--- src/rtl/spi_frame_assembler_if.sv ---
// rtl/spi_frame_assembler_if.sv - byte-stream input and frame handshake bundle for the frame assembler
interface spi_frame_assembler_if #(
  parameter int BYTES = 3
) ();
  logic [7:0]         spi_data;
  logic               spi_data_valid;
  logic [8*BYTES-1:0] frame_data;
  logic               frame_valid;
  logic               frame_ready;
  logic               short_err;
  logic               overflow_err;
  logic               discard_err;

  // Drives bytes in and consumes frames
  modport master (
    output spi_data, spi_data_valid, frame_ready,
    input  frame_data, frame_valid, short_err, overflow_err, discard_err
  );

  // The assembler itself
  modport slave (
    input  spi_data, spi_data_valid, frame_ready,
    output frame_data, frame_valid, short_err, overflow_err, discard_err
  );
endinterface

--- src/rtl/spi_frame_assembler.sv ---
// rtl/spi_frame_assembler.sv - groups SPI bytes into BYTES-long frames with a one-deep valid/ready output
module spi_frame_assembler #(
  parameter int BYTES       = 3,
  parameter bit STREAM      = 1'b0,
  parameter int SYNC_STAGES = 2
) (
  input  logic clk,
  input  logic rst_n,
  input  logic spi_cs_n_in,
  spi_frame_assembler_if.slave bus
);
  localparam int FW = 8 * BYTES;
  // Buffer keeps a dummy byte when BYTES=1 so the declaration stays legal; it is never shifted then
  localparam int BW = (BYTES > 1) ? 8 * (BYTES - 1) : 8;
  localparam int CW = $clog2(BYTES + 1);
  localparam logic [CW-1:0] LAST = CW'(BYTES - 1);

  typedef enum logic [1:0] {IDLE, ACTIVE, DISCARD} state_t;

  state_t                 state;
  logic [SYNC_STAGES-1:0] cs_sync;
  logic                   cs_n_s;
  logic [BW-1:0]          buffer;
  logic [CW-1:0]          count;
  logic                   completes;
  logic [CW-1:0]          count_upd;
  logic [FW-1:0]          assembled;

  assign cs_n_s = cs_sync[SYNC_STAGES-1];

  // Bring the raw chip select into the clk domain; reset to deasserted
  always_ff @(posedge clk or negedge rst_n) begin
    if (!rst_n) cs_sync <= '1;
    else        cs_sync <= {cs_sync[SYNC_STAGES-2:0], spi_cs_n_in};
  end

  // Byte accounting for this cycle: the byte is taken before any CS decision
  always_comb begin
    completes = (state == ACTIVE) && bus.spi_data_valid && (count == LAST);
    count_upd = count;
    if ((state == ACTIVE) && bus.spi_data_valid)
      count_upd = completes ? '0 : count + CW'(1);
    // Truncation keeps the low FW bits: buffer bytes followed by the incoming byte
    assembled = FW'({buffer, bus.spi_data});
  end

  // Framing state machine with the output holding register and error pulses
  always_ff @(posedge clk or negedge rst_n) begin
    if (!rst_n) begin
      state            <= IDLE;
      count            <= '0;
      buffer           <= '0;
      bus.frame_data   <= '0;
      bus.frame_valid  <= 1'b0;
      bus.short_err    <= 1'b0;
      bus.overflow_err <= 1'b0;
      bus.discard_err  <= 1'b0;
    end else begin
      bus.short_err    <= 1'b0;
      bus.overflow_err <= 1'b0;
      bus.discard_err  <= 1'b0;

      // Consumer handshake; a completion below may reload in the same cycle
      if (bus.frame_valid && bus.frame_ready) bus.frame_valid <= 1'b0;

      case (state)
        IDLE: begin
          count <= '0;
          if (!cs_n_s) state <= ACTIVE;
        end
        ACTIVE: begin
          if (bus.spi_data_valid && !completes)
            buffer <= BW'({buffer, bus.spi_data});
          if (completes) begin
            if (!bus.frame_valid || bus.frame_ready) begin
              bus.frame_data  <= assembled;
              bus.frame_valid <= 1'b1;
            end else begin
              // Holding register still owned by the consumer: keep the old frame
              bus.overflow_err <= 1'b1;
            end
          end
          if (cs_n_s) begin
            state <= IDLE;
            count <= '0;
            if (count_upd != '0) bus.short_err <= 1'b1;
          end else begin
            count <= count_upd;
            if (completes && !STREAM) state <= DISCARD;
          end
        end
        DISCARD: begin
          if (bus.spi_data_valid) bus.discard_err <= 1'b1;
          if (cs_n_s) state <= IDLE;
        end
        default: state <= IDLE;
      endcase
    end
  end
endmodule
--- src/flat_wrapper.sv ---
// flat-port wrapper written by rule: the top's interface ports become plain ports
module spi_frame_assembler_flat 
#(
  parameter int BYTES       = 3,
  parameter bit STREAM      = 1'b0,
  parameter int SYNC_STAGES = 2
)
  (clk, rst_n, spi_cs_n_in, bus_spi_data, bus_spi_data_valid, bus_frame_ready, bus_frame_data, bus_frame_valid, bus_short_err, bus_overflow_err, bus_discard_err);
  spi_frame_assembler_if #(.BYTES(BYTES)) bus_i ();
  input  logic clk;
  input  logic rst_n;
  input  logic spi_cs_n_in;
  input wire logic [$bits(bus_i.spi_data)-1:0] bus_spi_data;
  input wire logic [$bits(bus_i.spi_data_valid)-1:0] bus_spi_data_valid;
  input wire logic [$bits(bus_i.frame_ready)-1:0] bus_frame_ready;
  output wire logic [$bits(bus_i.frame_data)-1:0] bus_frame_data;
  output wire logic [$bits(bus_i.frame_valid)-1:0] bus_frame_valid;
  output wire logic [$bits(bus_i.short_err)-1:0] bus_short_err;
  output wire logic [$bits(bus_i.overflow_err)-1:0] bus_overflow_err;
  output wire logic [$bits(bus_i.discard_err)-1:0] bus_discard_err;
  assign bus_i.spi_data = bus_spi_data;
  assign bus_i.spi_data_valid = bus_spi_data_valid;
  assign bus_i.frame_ready = bus_frame_ready;
  assign bus_frame_data = bus_i.frame_data;
  assign bus_frame_valid = bus_i.frame_valid;
  assign bus_short_err = bus_i.short_err;
  assign bus_overflow_err = bus_i.overflow_err;
  assign bus_discard_err = bus_i.discard_err;
  spi_frame_assembler #(.BYTES(BYTES), .STREAM(STREAM), .SYNC_STAGES(SYNC_STAGES)) u_core (.clk(clk), .rst_n(rst_n), .spi_cs_n_in(spi_cs_n_in), .bus(bus_i));
endmodule
--- config.mk ---
export PLATFORM = sky130hd
export DESIGN_NAME = spi_frame_assembler_flat
export DESIGN_NICKNAME = d
export VERILOG_FILES = /design/src/rtl/spi_frame_assembler_if.sv /design/src/rtl/spi_frame_assembler.sv /design/src/flat_wrapper.sv
export SDC_FILE = /design/constraint.sdc
export NUM_CORES = 1
export LEC_CHECK = 0
export CAP_MARGIN = 25
export CORE_UTILIZATION = 54
export DETAILED_ROUTE_END_ITERATION = 12
export PLACE_DENSITY = 0.83
export REMOVE_ABC_BUFFERS = 1
export SLEW_MARGIN = 20
export SYNTH_ARGS = -nofsm -noshare
export SYNTH_HDL_FRONTEND = slang
export SYNTH_SLANG_ARGS = --single-unit
--- constraint.sdc ---
create_clock -name clk -period 2.8 [get_ports clk]
set_input_delay 0.7 -clock clk [delete_from_list [all_inputs] [get_ports clk]]
set_output_delay 0.7 -clock clk [all_outputs]
set_load 0.05 [all_outputs]
**Yosys cells after proc, flatten, opt, wreduce, memory -nomap -nowiden**

Index checks and enable logic that the tools add are counted.

- $add $sub $neg: 1
- Equality and inequality tests: 6
- Muxes and demuxes: 21
- Reduce and logical (&&, ||, !) cells: 13

Operator list:

| kind | number |
|---|---|
| 2-bit two-way mux | 7 |
| 1-bit two-way mux | 12 |
| 2-bit one-hot mux with 3 select lines | 1 |
| 3-bit AND reduction | 2 |
| 2-bit equality test (second input constant) | 2 |
| 1-bit logical AND | 4 |
| 2-bit one-hot mux with 2 select lines | 1 |
| 2-bit nonzero test | 2 |
| 3-bit by 1-bit != test with 1-bit output (second input constant) | 1 |
| 2-bit by 1-bit adder with 2-bit output (second input constant) | 1 |
| 2-bit by 1-bit equality test with 1-bit output (second input constant) | 1 |
| 1-bit logical NOT | 2 |
| 2-bit logical NOT | 1 |
| 2-bit by 1-bit != test with 1-bit output (second input constant) | 1 |
| 2-bit != test (second input constant) | 1 |
| 2-bit AND reduction | 1 |
| 1-bit logical OR | 1 |

- Register bits after elaboration: 50
- Bits of input ports: 13
- Output and inout bits: 28

**Longest topological paths before layout**

Gate-level depths: netlist of run 1.

- Depth after elaboration: 9
- Mapped depth: 5
- Mapped depth without buffers: 3

**Worst setup path after synthesis of run 1**

OpenSTA, ideal clock, no wires.

- Path kind: in2reg
- Start point: in bus_frame_ready
- End point: reg u_core.bus.frame_data[0]
- Data arrival time: 1,517 ps
- Path slack: 1,158 ps
- Stages: 4
- Path buffers: 1
- Cell sequence: nand2b_1 nand4_4 buf_6 mux2_4

- Longest elaborated chain between the ends: 2

Ends and longest elaborated chain:

| element | RTL line | source |
|---|---|---|
| start: declaration | flat_wrapper.sv:15 | `input wire logic [$bits(bus_i.frame_ready)-1:0] bus_frame_ready;` |
| 1-bit logical OR | spi_frame_assembler.sv:75 | `if (!bus.frame_valid \|\| bus.frame_ready) begin` |
| 3-bit AND reduction (no source line) | n/a |  |
| end signal: assignment | spi_frame_assembler.sv:76 | `bus.frame_data <= assembled;` |
| end: declaration | spi_frame_assembler_if.sv:23 | `output frame_data, frame_valid, short_err, overflow_err, discard_err` |

Every way passes these cells.
A chain may end at the register's enable or synchronous reset.

**Final worst setup path of run 1**

- Start point: in bus_spi_data_valid
- End point: reg u_core.bus.frame_data[16]

- Longest elaborated chain between the ends: 3

Ends and longest elaborated chain:

| element | RTL line | source |
|---|---|---|
| start: declaration | flat_wrapper.sv:14 | `input wire logic [$bits(bus_i.spi_data_valid)-1:0] bus_spi_data_valid;` |
| 1-bit logical AND (2 in a row) | spi_frame_assembler.sv:39 | `completes = (state == ACTIVE) && bus.spi_data_valid && (count == LAST);` |
| 3-bit AND reduction (no source line) | n/a |  |

Every way passes these cells.

==> results of run 1 <==
## cell type report
type / count / area, um2 / area share, %
clock buffers: 7 / 86.33 / 3.381
clock inverters: 1 / 5.005 / 0.1960
inverters: 1 / 3.754 / 0.1470
multi-input cells: 61 / 709.4 / 27.78
flip-flops and latches: 50 / 1254 / 49.09
well taps: 46 / 57.56 / 2.254
repair buffers: 44 / 437.9 / 17.15
## kinds of logic (layout without fill, tap and decap cells)
kind of cell    after synthesis  count (layout)  synth area share [%]
compound gates                5               5                 1.796
simple gates                 16              16                 5.448
flops                        50              50                 62.04
mux                          40              40                 27.86
buf+inv                       5              53                 2.848
## how the worst min path moves through the flow
stage                           start                 to  cells past startpoint
global route        u_core.cs_sync[0]  u_core.cs_sync[1]                      0
global placement    u_core.cs_sync[0]  u_core.cs_sync[1]                      0
finish              u_core.cs_sync[0]  u_core.cs_sync[1]                      0
floorplan           u_core.cs_sync[0]  u_core.cs_sync[1]                      0
detailed placement  u_core.cs_sync[0]  u_core.cs_sync[1]                      0
CTS                 u_core.cs_sync[0]  u_core.cs_sync[1]                      0
## flip-flops by register name, indices dropped and copies added (netlist names)
name                     count
u_core.buffer               16
u_core.bus.discard_err       1
u_core.bus.frame_data       24
u_core.bus.frame_valid       1
u_core.bus.overflow_err      1
u_core.bus.short_err         1
u_core.count                 2
u_core.cs_sync               2
u_core.state                 2
## stage by stage
stage / cells / total power (W) / setup slack [ns]
finish: 210 / 0.001642 / 0.5737
global route: 210 / 0.001711 / 0.5051
CTS: 210 / 0.001659 / 0.5896
detailed placement: 202 / 0.001244 / 0.2585
global placement: 202 / 0.001232 / 0.3177
floorplan: 112 / 0.001110 / 0.9734
## worst register-to-register path, delay by kind of cell (launching register included)
kind | cells | cell delay [ns]
AND/OR/NAND/NOR | 2 | 0.58
flip-flops | 1 | 0.42
multiplexers | 1 | 0.30
buffers and inverters | 1 | 0.29
## where the power goes
part           leakage (nW)  switching, W  internal [W]
Clock                0.0482      0.000218      0.000199
Sequential            0.646     0.0000540      0.000808
Combinational         0.545      0.000186      0.000177
## per-layer routing
metal	up-vias	routed length, um
li1	500	-
met1	537	1401
met2	25	1538
met3	8	111
met4	0	75
met5	-	0
## layout by cell type (no fill, tap or decap), drive strengths merged
| cell type | n |
|---|---|
| dfrtp | 48 |
| mux2 | 40 |
| clkdlybuf4s50 | 39 |
| clkbuf | 7 |
| buf | 5 |
| nand2b | 3 |
| nor2 | 3 |
| a21oi | 2 |
| and3 | 2 |
| nor3b | 2 |
| dfstp | 2 |
| inv | 1 |
| nor2b | 1 |
| and2b | 1 |
| nand3 | 1 |
| nor3 | 1 |
| nand2 | 1 |
| nand4 | 1 |
| a21o | 1 |
| a22o | 1 |
| a32o | 1 |
| clkinv | 1 |
==> metrics, run 1 <==
pin count of the biggest net entering global routing=38; Die ar.=3990 um2; CP bufs+invs=2; most frequent cell after synthesis=dfrtp_1; # hold bufs at CTS=0; CP Depth=5; Reg2Reg Setup Slack=1.10 ns; CTS tree=built; ANT nets after route=0; final hold violations=0; DIE WIDTH=63.17 um; Layout Nets=176; row cnt=21; GR Util All Layers=18.16%; Hold WS=0.3618 ns; setup TNS=0 ns; clk root buf=clkbuf_8; Yosys cell types=21; min Tclk post-route=2.226 ns; CTS H-tree depth=2; VDD IR-drop max=340.6 uV; 1st-iter DRT viols=48; Reg clk slew, reported paths=0.08 ns; CP max stage delay=0.58 ns; worst flop-to-flop path endpoint=u_core.bus.frame_data[16]; Static Leak=1.240 nW; DRC=0; Worst Path Required=2.99 ns; share of the yosys chip area belonging to registers=62.04%; Max-Slew Margin vs Limit=48.16%; critical-path cell list=clkdlybuf4s50_1, and2b_2, nand4_4, buf_12, mux2_4; EDFF count, synth=0; Crit path max-delay family=buffers and inverters; RePlAce Congestion=0.8208; worst-margin pin slew=0.7776 ns; placed inst area=2462 um2; Setup Buffers After CTS=0; Synth area leader=dfrtp_1; Final Core Density=73.63%; Initial Utilization=58.26%; first-pass GRT wire length=5.388 mm; dpl hpwl=2.226 mm; final setup vio count=0; Period Utilization, post-route=79.51%; GRT met3 Usage=3.986%; post-route cell area=2554 um2; main flop type after synthesis=dfrtp_1; Max Cap Viol=0; top post-synthesis cells by area=dfrtp_1 59%, mux2_4 22%, mux2_2 5.6%; Synth Register Bits=50; die height=63.17 um; DR WL/cell=14.89 um; Worst Hold Class=flip-flop to flip-flop; Slew Viols, Final=0; maximum root-to-sink buffer count=2; Worst Path Class, Setup=input port to flip-flop; unrepaired setup endpoints after global routing=false; WP data arrival=2.41 ns; Vias/cell=5.095; CP endpoint=u_core.bus.frame_data[16]; Syn Inst Count=116; Ports=41; Peak Freq=449.2 MHz; vias in the first global route=1097; Post-Route WL=3.127 mm; CTS sink cnt=50; Startpoint Class=input port; post_cts resized=0; Setup crit end kind=flip-flop; busiest metal layer after global routing=met2; GR Util met2=28.90%; mapped cell area=2021 um2; Placeable Area=3468 um2; layout cells sized above 1=34.76%; Pwr per Cell Area=643.0 nW/um2; synth-to-layout area growth=26.38%; CTS buffer count=5; top cell type's share of synthesized area=59.44%; Setup Skew=0.006773 ns; synthesized area per cell=17.42 um2; R2R depth=4; grt ovf=0; commonest cells in the netlist=48 x dfrtp_1, 30 x mux2_4, 10 x mux2_2; initial antenna violation count=0; worst setup path start=bus_spi_data_valid; worst-path maximum fanout=13; fraction of registers with async set/reset=100.0%; fillers=226; Slowest cell on crit path=clkdlybuf4s50_1; Vias=1070; worst r2r src=u_core.count[0]; Pre-antenna DRT Iters=4; Synth Warn #=0; # diodes=0; IO Port Bufs=40; outcome=completed; latest clock arrival within the worst-skew pair=0.29 ns; GR Util met1=22.98%
Power figures use the tool's default switching activity.
==> run 2: changes to the inputs <==
- CORE_UTILIZATION: 54 -> 45
- PLACE_DENSITY: 0.83 -> 0.74
- clock period: 2.8 -> 1.9 ns (I/O delays scaled with it)
==> run 2 against run 1 <==
  * Non-clock buffer count rose by 2
  * Combinational power is 45% higher
  * Cell count rose by 3.8%
  * Register-to-register slack got worse by 0.78 ns
  * Die area increased by 19%
  * Critical path depth unchanged
  * Worst setup slack lost 0.29 ns
  * Largest cell class unchanged
  * Total power grew 65%
  * Wire length increased by 11%
  * Critical endpoint is now u_core.bus.frame_data[19]
  * Highest routed layer unchanged
  * First-iteration DRC count fell by 2.1%
  * Clock power is 120% higher
  * Clock skew increased by 0.0020 ns
==> metrics, run 2 (synthesis gave the netlist of run 1 again) <==
Die ar.=4762 um2 (+19%); biggest regs=u_core.bus.frame_data (24), u_core.buffer (16); DIE WIDTH=69.01 um (+9.2%); post_cts resized=0 (unchanged); CTS tree=built; Pwr per Cell Area=1040 nW/um2 (+62%); Worst Path Required=2.08 ns (-0.91 ns); # hold bufs at CTS=1 (+1); Worst Hold Class=flip-flop to flip-flop; DR WL/cell=15.86 um (+6.5%); commonest non-fill, non-tap cells in the layout=48 x dfrtp_1, 30 x mux2_4, 29 x buf_4; grt ovf=0 (unchanged); Initial Utilization=46.73% (-12 points); maximum root-to-sink buffer count=2 (unchanged); dpl hpwl=2.422 mm (+8.8%); Crit path max-delay family=buffers and inverters; Startpoint Class=input port; layout cells sized above 1=52.41% (+18 points); die height=69.01 um (+9.2%); Vias/cell=5.050 (-0.88%); Hold WS=0.3584 ns (-0.003357 ns); Layout Nets=178 (+1.1%); IO Port Bufs=40 (unchanged); Final Non-Filler Cells=218 (+3.8%); max reg flops=24 (unchanged); Pre-antenna DRT Iters=6 (+2); 1st-iter DRT viols=47 (-2.1%); row cnt=24 (+14%); Static Leak=1.340 nW (+8.1%); Vias=1101 (+2.9%); Max-Slew Margin vs Limit=82.85% (+35 points); CTS sink cnt=50 (unchanged); fillers=346 (+53%); CP bufs+invs=2 (unchanged); unrepaired setup endpoints after global routing=false; Setup Skew=0.008797 ns (+0.002024 ns); pin count of the biggest net entering global routing=48 (+26%); CTS buffer count=5 (unchanged); VDD IR-drop max=640.3 uV (+88%); Max Cap Viol=0 (unchanged); min Tclk post-route=1.617 ns; critical-path cell list=clkdlybuf4s50_1, and2b_2, nand4_4, buf_12, mux2_4; Setup crit end kind=flip-flop; CTS H-tree depth=2 (unchanged); Peak Freq=618.4 MHz; initial antenna violation count=0 (unchanged); worst-path maximum fanout=12 (-1); Post-Route WL=3.457 mm (+11%); Top reg by flops=u_core.bus.frame_data; Sequential Area=1254 um2 (unchanged); ANT nets after route=0 (unchanged); Setup Buffers After CTS=0 (unchanged); final setup vio count=0 (unchanged); DRC=0 (unchanged); Slowest cell on crit path=clkdlybuf4s50_1; vias in the first global route=1140 (+3.9%); Period Utilization, post-route=85.10%; CP max stage delay=0.49 ns (-0.09 ns); Placeable Area=4324 um2 (+25%); synth-to-layout area growth=28.54%; first-pass GRT wire length=6.016 mm (+12%); worst-margin pin slew=0.2568 ns (-0.5209 ns); area of the multi-input gates=709.4 um2 (unchanged); clk root buf=clkbuf_8; final hold violations=0 (unchanged); Ports=41 (unchanged); Worst Path Class, Setup=input port to flip-flop; Slew Viols, Final=0 (unchanged); placed cells=209 (+3.5%); most common cell after layout, fill and taps aside=dfrtp_1; GR Util All Layers=16.38% (-1.8 points); RePlAce Congestion=0.7749 (-5.6%); # diodes=0 (unchanged); latest clock arrival within the worst-skew pair=0.30 ns (about the same); Reg clk slew, reported paths=0.08 ns (about the same); WP data arrival=1.80 ns (-0.61 ns); outcome=completed
## run 2: cell types whose count changed in the layout (fill, tap and decap cells not counted)
cell,before,now
buf_12,1,4
buf_4,3,29
bufinv_16,0,2
clkbuf_1,1,0
clkdlybuf4s50_1,39,11
clkinv_2,1,0
dlygate4sd3_1,0,1
## run 2: worst paths after layout
check	start	endpoint	slack (ns)	cells past startpoint
worst max-delay path	bus_spi_data_valid	u_core.bus.frame_data[19]	0.28	5
worst min-delay path	u_core.cs_sync[0]	u_core.cs_sync[1]	0.36	0
worst max register to register	u_core.state[1]	u_core.buffer[0]	0.32	4
worst min register to register	u_core.cs_sync[0]	u_core.cs_sync[1]	0.36	0
max in group asynchronous	rst_n	u_core.cs_sync[1]	0.88	3
min in group asynchronous	rst_n	u_core.bus.frame_data[13]	0.51	2
## run 2: metal layers
metal,track usage [%],wire length [um],up-vias
met1,20.76,1532,560
met4,6.122,63,0
met3,4.825,114,7
li1,-,-,508
met2,26.54,1747,26
met5,0,0,-
## run 2: final cells by class
type / count / share of cell area (%)
Clock buffer: 6 / 3.179
Multi-Input combinational cell: 61 / 27.31
Inverter: 1 / 0.1445
Tap cell: 52 / 2.505
Clock inverter: 2 / 2.312
Sequential cell: 50 / 48.27
Timing Repair Buffer: 46 / 16.28
## run 2: through the flow
step	utilization (%)	TNS (ns)	cell area [um2]	setup WS, ns	total power, W
after floorplan	-	0	1967	0.1330	0.001636
after global placement	56.54	-0.03394	2445	-0.006170	0.001803
after detailed placement	56.54	-0.6008	2445	-0.03623	0.001827
after CTS	60.07	0	2597	0.2821	0.002733
after global routing	60.07	0	2597	0.2156	0.002822
final	60.07	0	2597	0.2830	0.002702
## run 2: power by group
group	leakage [nW]	internal [W]	switching [W]
Clock	0.0714	0.000561	0.000336
Sequential	0.646	0.00119	0.0000849
Combinational	0.622	0.000250	0.000278
Total	1.34	0.00200	0.000700
